## config.mk

```make
export PLATFORM = sky130hd
export DESIGN_NAME = hub75_pixel_fetch
export DESIGN_NICKNAME = d
export VERILOG_FILES = /design/src/rtl/hub75_pixel_fetch.sv
export SDC_FILE = /design/constraint.sdc
export NUM_CORES = 1
export LEC_CHECK = 0
export CAP_MARGIN = 20
export CORE_ASPECT_RATIO = 0.9
export CORE_MARGIN = 2
export CORE_UTILIZATION = 45
export CTS_CLUSTER_SIZE = 10
export DETAILED_ROUTE_END_ITERATION = 12
export PLACE_DENSITY = 0.81
export REMOVE_ABC_BUFFERS = 1
export SYNTH_ARGS = -nofsm -noshare
export SYNTH_HDL_FRONTEND = slang
export SYNTH_SLANG_ARGS = --single-unit
export TNS_END_PERCENT = 50
```

## constraint.sdc

```tcl
create_clock -name clk_in -period 2 [get_ports clk_in]
set_clock_uncertainty 0.2 [all_clocks]
set_input_delay 0.6 -clock clk_in [delete_from_list [all_inputs] [get_ports clk_in]]
set_output_delay 0.6 -clock clk_in [all_outputs]
set_load 0.01 [all_outputs]
```

## src/rtl/hub75_pixel_fetch.sv

```systemverilog
// hub75_pixel_fetch: turns each load strobe from matrix_scan into a top/bottom
// frame-buffer read pair and presents the HUB75 colour bits for the active
// brightness bit-plane.
// Optional feature macro: PIXEL_OVERRUN_DETECT_EN. When defined, a load edge that
// arrives mid-fetch sets the sticky overrun flag and restarts the fetch; otherwise
// the late edge is ignored and overrun stays 0.
module hub75_pixel_fetch #(
    parameter int unsigned RAM_LATENCY = 1
) (
    input  logic        clk_in,
    input  logic        reset,
    input  logic [5:0]  column_address,
    input  logic [3:0]  row_address,
    input  logic        clk_pixel_load,
    input  logic [5:0]  brightness_mask,
    output logic [10:0] ram_addr,
    output logic        ram_rd_en,
    input  logic [15:0] ram_data,
    output logic [2:0]  rgb1,
    output logic [2:0]  rgb2,
    output logic        pixel_ready,
    output logic        overrun
);

    localparam int unsigned COL_W  = 6;
    localparam int unsigned ROW_W  = 4;
    localparam int unsigned MASK_W = 6;
    localparam int unsigned ADDR_W = 11;
    localparam int unsigned DATA_W = 16;
    localparam int unsigned RGB_W  = 3;
    localparam int unsigned SR_W   = RAM_LATENCY;

    typedef enum logic [2:0] {
        ST_IDLE,
        ST_REQ_TOP,
        ST_REQ_BOT,
        ST_WAIT,
        ST_PRESENT
    } state_t;

    state_t              state;
    logic                load_q;
    logic                load_edge;
    logic                late_edge;
    logic                start;
    logic [ROW_W-1:0]    row_h;
    logic [COL_W-1:0]    col_h;
    logic [MASK_W-1:0]   mask_h;
    logic [SR_W-1:0]     vld_sr;
    logic [SR_W-1:0]     tag_sr;
    logic [DATA_W-1:0]   top_q;
    logic                top_cap;
    logic                bot_cap;

    // Expand RGB565 to 6-bit channels and reduce each against the bit-plane mask.
    function automatic logic [RGB_W-1:0] plane_bits(input logic [DATA_W-1:0] px,
                                                    input logic [MASK_W-1:0] mask);
        logic [MASK_W-1:0] r6;
        logic [MASK_W-1:0] g6;
        logic [MASK_W-1:0] b6;
        r6 = {px[15:11], px[15]};
        g6 = px[10:5];
        b6 = {px[4:0], px[4]};
        return {|(r6 & mask), |(g6 & mask), |(b6 & mask)};
    endfunction

    assign load_edge = clk_pixel_load & ~load_q;

`ifdef PIXEL_OVERRUN_DETECT_EN
    assign late_edge = load_edge & (state != ST_IDLE);

    // Sticky flag for a load edge that arrived while a fetch was busy.
    always_ff @(posedge clk_in or posedge reset) begin
        if (reset) begin
            overrun <= 1'b0;
        end else if (late_edge) begin
            overrun <= 1'b1;
        end
    end
`else
    assign late_edge = 1'b0;
    assign overrun   = 1'b0;
`endif

    // A fetch begins on an idle edge or restarts on a late edge.
    assign start = (load_edge & (state == ST_IDLE)) | late_edge;

    // Read data is tagged by half and captured when its valid bit leaves the pipe.
    assign top_cap = vld_sr[SR_W-1] & ~tag_sr[SR_W-1];
    assign bot_cap = vld_sr[SR_W-1] &  tag_sr[SR_W-1];

    // Valid/tag pipeline tracking outstanding reads; flushed on restart.
    always_ff @(posedge clk_in or posedge reset) begin
        if (reset) begin
            vld_sr <= '0;
            tag_sr <= '0;
        end else if (late_edge) begin
            vld_sr <= '0;
            tag_sr <= '0;
        end else begin
            vld_sr <= (vld_sr << 1) | SR_W'(ram_rd_en);
            tag_sr <= (tag_sr << 1) | SR_W'(ram_addr[ADDR_W-1]);
        end
    end

    // Fetch sequencer with registered RAM strobe, address and pixel outputs.
    always_ff @(posedge clk_in or posedge reset) begin
        if (reset) begin
            state       <= ST_IDLE;
            load_q      <= 1'b0;
            ram_addr    <= '0;
            ram_rd_en   <= 1'b0;
            rgb1        <= '0;
            rgb2        <= '0;
            pixel_ready <= 1'b0;
            row_h       <= '0;
            col_h       <= '0;
            mask_h      <= '0;
            top_q       <= '0;
        end else begin
            load_q      <= clk_pixel_load;
            pixel_ready <= 1'b0;
            if (top_cap) begin
                top_q <= ram_data;
            end
            if (start) begin
                row_h     <= row_address;
                col_h     <= column_address;
                mask_h    <= brightness_mask;
                state     <= ST_REQ_TOP;
                ram_rd_en <= 1'b1;
                ram_addr  <= {1'b0, row_address, column_address};
            end else begin
                case (state)
                    ST_IDLE: begin
                        ram_rd_en <= 1'b0;
                    end
                    ST_REQ_TOP: begin
                        state     <= ST_REQ_BOT;
                        ram_rd_en <= 1'b1;
                        ram_addr  <= {1'b1, row_h, col_h};
                    end
                    ST_REQ_BOT: begin
                        state     <= ST_WAIT;
                        ram_rd_en <= 1'b0;
                    end
                    ST_WAIT: begin
                        if (bot_cap) begin
                            state       <= ST_PRESENT;
                            pixel_ready <= 1'b1;
                            rgb1        <= plane_bits(top_q, mask_h);
                            rgb2        <= plane_bits(ram_data, mask_h);
                        end
                    end
                    ST_PRESENT: begin
                        state <= ST_IDLE;
                    end
                    default: begin
                        state     <= ST_IDLE;
                        ram_rd_en <= 1'b0;
                    end
                endcase
            end
        end
    end

endmodule
```

==> run metrics <==
status=complete, no violations; GRT Residual Overflow=0; Worst-path clk slew=60 ps; Ys Warns=0; mux contribution to synthesized area=27.9%; crit-path cells=nor4_4, clkbuf_16, mux2_2; GR Util All Layers=17.2%; Post-CTS Hold Fix Bufs=0; via count=1543; Max Root-Sink Buffers=2; share of layout cells above drive strength 1=36.6%; Leakage=0.00148 uW; ant diodes=0; effective utilization at floorplan=46.8%; Routed wire per std cell=15.3 um; setup violators final=0; Arrival @ worst endpoint=1970 ps; TritonCTS clock tree=yes; Initial DRC Count=53; clock buffer count from CTS=9; post-synthesis xor/xnor area fraction=0%; crit path capture type=register; Syn Std Cell Area=2470 um^2; sequential share of the synthesized area=57.7%; Final Hold Viols=0; Syn Inst Count=168; worst-path maximum fanout=7; clock sink count=57; Synth Area in Simple Gates=5.36%; fmax=514 MHz; Slew @ Worst Pin=526 ps; Placed Cells=286; Top Ports=55; Mean Syn Cell Area=14.7 um^2; htree depth=3; fin crit period=1950 ps; root buffer cell=clkbuf_8; gpl congestion=0.758; DP HPWL=3230 um; Power, Total=4860 uW; largest family of logic cells by synthesized area=multiplexers; Slowest-stage cell, CP=nor4_4; number of routed nets with antenna violations=0; final net count=268; worst setup margin=53.3 ps; vias in the first global route=1528; max-slew violations=0; #FFs+latches synth=57; synth unique cells=23; first-pass GRT wire length=7550 um; Die X=82.1 um; Final Util=63.8%; die area=6100 um^2; pre-CTS setup slack=-347 ps; drt via density=5.06; crit path launch type=register; Slew headroom=64.7%; RSZ-0062 raised after global routing=false; critical path class=reg -> reg; Synth Area in Compound Gates=5.92%; pwr/cell area=1440 nW/um^2; maxcap violations=0; Hold WS=220 ps; final wirelength=4660 um; # port buffers=53; Pre-antenna DRT Iters=4; Req. time, crit path=2020 ps; initial antenna violation count=0; Area growth syn-to-layout=36.3%; row count=25; DRC violations left=0; CP max stage delay=570 ps; Hold Crit Class=reg -> reg; pin count of the biggest net entering global routing=28; core area=5290 um^2; Synth Area in Adders=0%; Final Non-Filler Cells=305; period utilisation layout=97.3%; worst skew pair latency=330 ps; maximum vdd drop=0.000626 V; die height=74.3 um
[timing repair]
item                                    CTS  global route
pin swaps                                 0             1
gates resized for setup                  18             3
setup buffers                             0             1
gates cloned                              0             2
endpoints found under the setup margin   18            19
[placed cells by master (no fill, tap or decap), drive strengths merged]
master | Yosys | routed
o32ai | 1 | 1
or2 | 1 | 1
clkdlybuf4s50 | 0 | 33
nand2b | 1 | 1
nor3b | 2 | 2
conb | 1 | 1
a211oi | 1 | 1
o21ai | 4 | 4
dlygate4sd2 | 0 | 18
a22oi | 14 | 14
nor4 | 1 | 1
and3 | 1 | 1
mux2 | 58 | 58
nor2b | 3 | 3
bufinv | 0 | 1
a21oi | 1 | 1
nand3 | 6 | 6
inv | 2 | 2
nor2 | 3 | 3
dlymetal6s2s | 0 | 2
clkinv | 0 | 1
clkbuf | 1 | 15
dfrtp | 57 | 57
and4 | 2 | 2
buf | 8 | 9
[worst max-delay path, delay by kind of cell, from the launching register on]
kind | cells | cell delay (ps)
flops | 1 | 470
buf+inv | 1 | 270
simple gates | 1 | 570
mux | 1 | 330
[cell usage after synthesis (all sizes together)]
library cell / instances / area [um^2]
a211oi: 1 / 7.51
a21oi: 1 / 5.00
a22oi: 14 / 105
and3: 1 / 6.26
and4: 2 / 17.5
buf: 8 / 61.3
clkbuf: 1 / 3.75
conb: 1 / 3.75
dfrtp: 57 / 1430
inv: 2 / 7.51
mux2: 58 / 691
nand2b: 1 / 6.26
nand3: 6 / 30.0
nor2: 3 / 11.3
nor2b: 3 / 18.8
nor3b: 2 / 15.0
nor4: 1 / 21.3
o21ai: 4 / 20.0
o32ai: 1 / 8.76
or2: 1 / 6.26
[final timing paths]
check | startpoint | cells past startpoint | endpoint | slack [ps]
worst max-delay path | state[2]$_DFFE_PP0P_ | 3 | row_h[2]$_DFFE_PP0P_ | 50
worst min-delay path | ram_rd_en$_DFFE_PP0P_ | 0 | vld_sr$_DFF_PP0_ | 220
worst max register to register | state[2]$_DFFE_PP0P_ | 3 | row_h[2]$_DFFE_PP0P_ | 50
worst min register to register | ram_rd_en$_DFFE_PP0P_ | 0 | vld_sr$_DFF_PP0_ | 220
max in group asynchronous | reset | 3 | top_q[10]$_DFFE_PP0P_ | 830
min in group asynchronous | reset | 2 | col_h[1]$_DFFE_PP0P_ | 360
[registers in the layout, indices dropped and copies added (netlist names)]
name	flops
col_h	6
load_q	1
mask_h	6
pixel_ready	1
ram_addr	11
ram_rd_en	1
rgb1	3
rgb2	3
row_h	4
state	3
tag_sr	1
top_q	16
vld_sr	1
[power breakdown]
group          leakage [uW]  switching (uW)  internal, uW
registers          0.000682             415          1700
logic              0.000692             579          1060
clock network      0.000107             421           676
total               0.00148            1410          3440
[logic make-up after synthesis]
family          after synthesis
buf+inv                      11
simple gates                 20
flops                        57
compound gates               21
mux                          58
other cells                   1
[routing by layer]
layer	track usage, %	up-vias	part of all wire [%]	wire length, um
li1	-	751	-	-
met1	23.8	745	48	2220
met2	23.8	41	45	2110
met3	7.65	6	5.5	257
met4	6.67	0	1.6	75
met5	0	-	0	0
[area by class of cell]
class	count	area (um^2)
Fill cell	409	1920
Sequential cell	57	1430
Clock buffer	14	173
Tap cell	67	83.8
Multi-Input combinational cell	100	986
Clock inverter	2	35.0
Timing Repair Buffer	63	659
Inverter	2	7.51
[stage by stage]
stage | instance area [um^2] | setup TNS [ps]
2_1_floorplan | 2410 | -24490
3_3_place_gp | 3130 | -7650
3_5_place_dp | 3130 | -8450
4_1_cts | 3310 | 0
5_1_grt | 3370 | 0
6_report | 3370 | 0
Note: power is estimated with default switching activity, not from simulation.
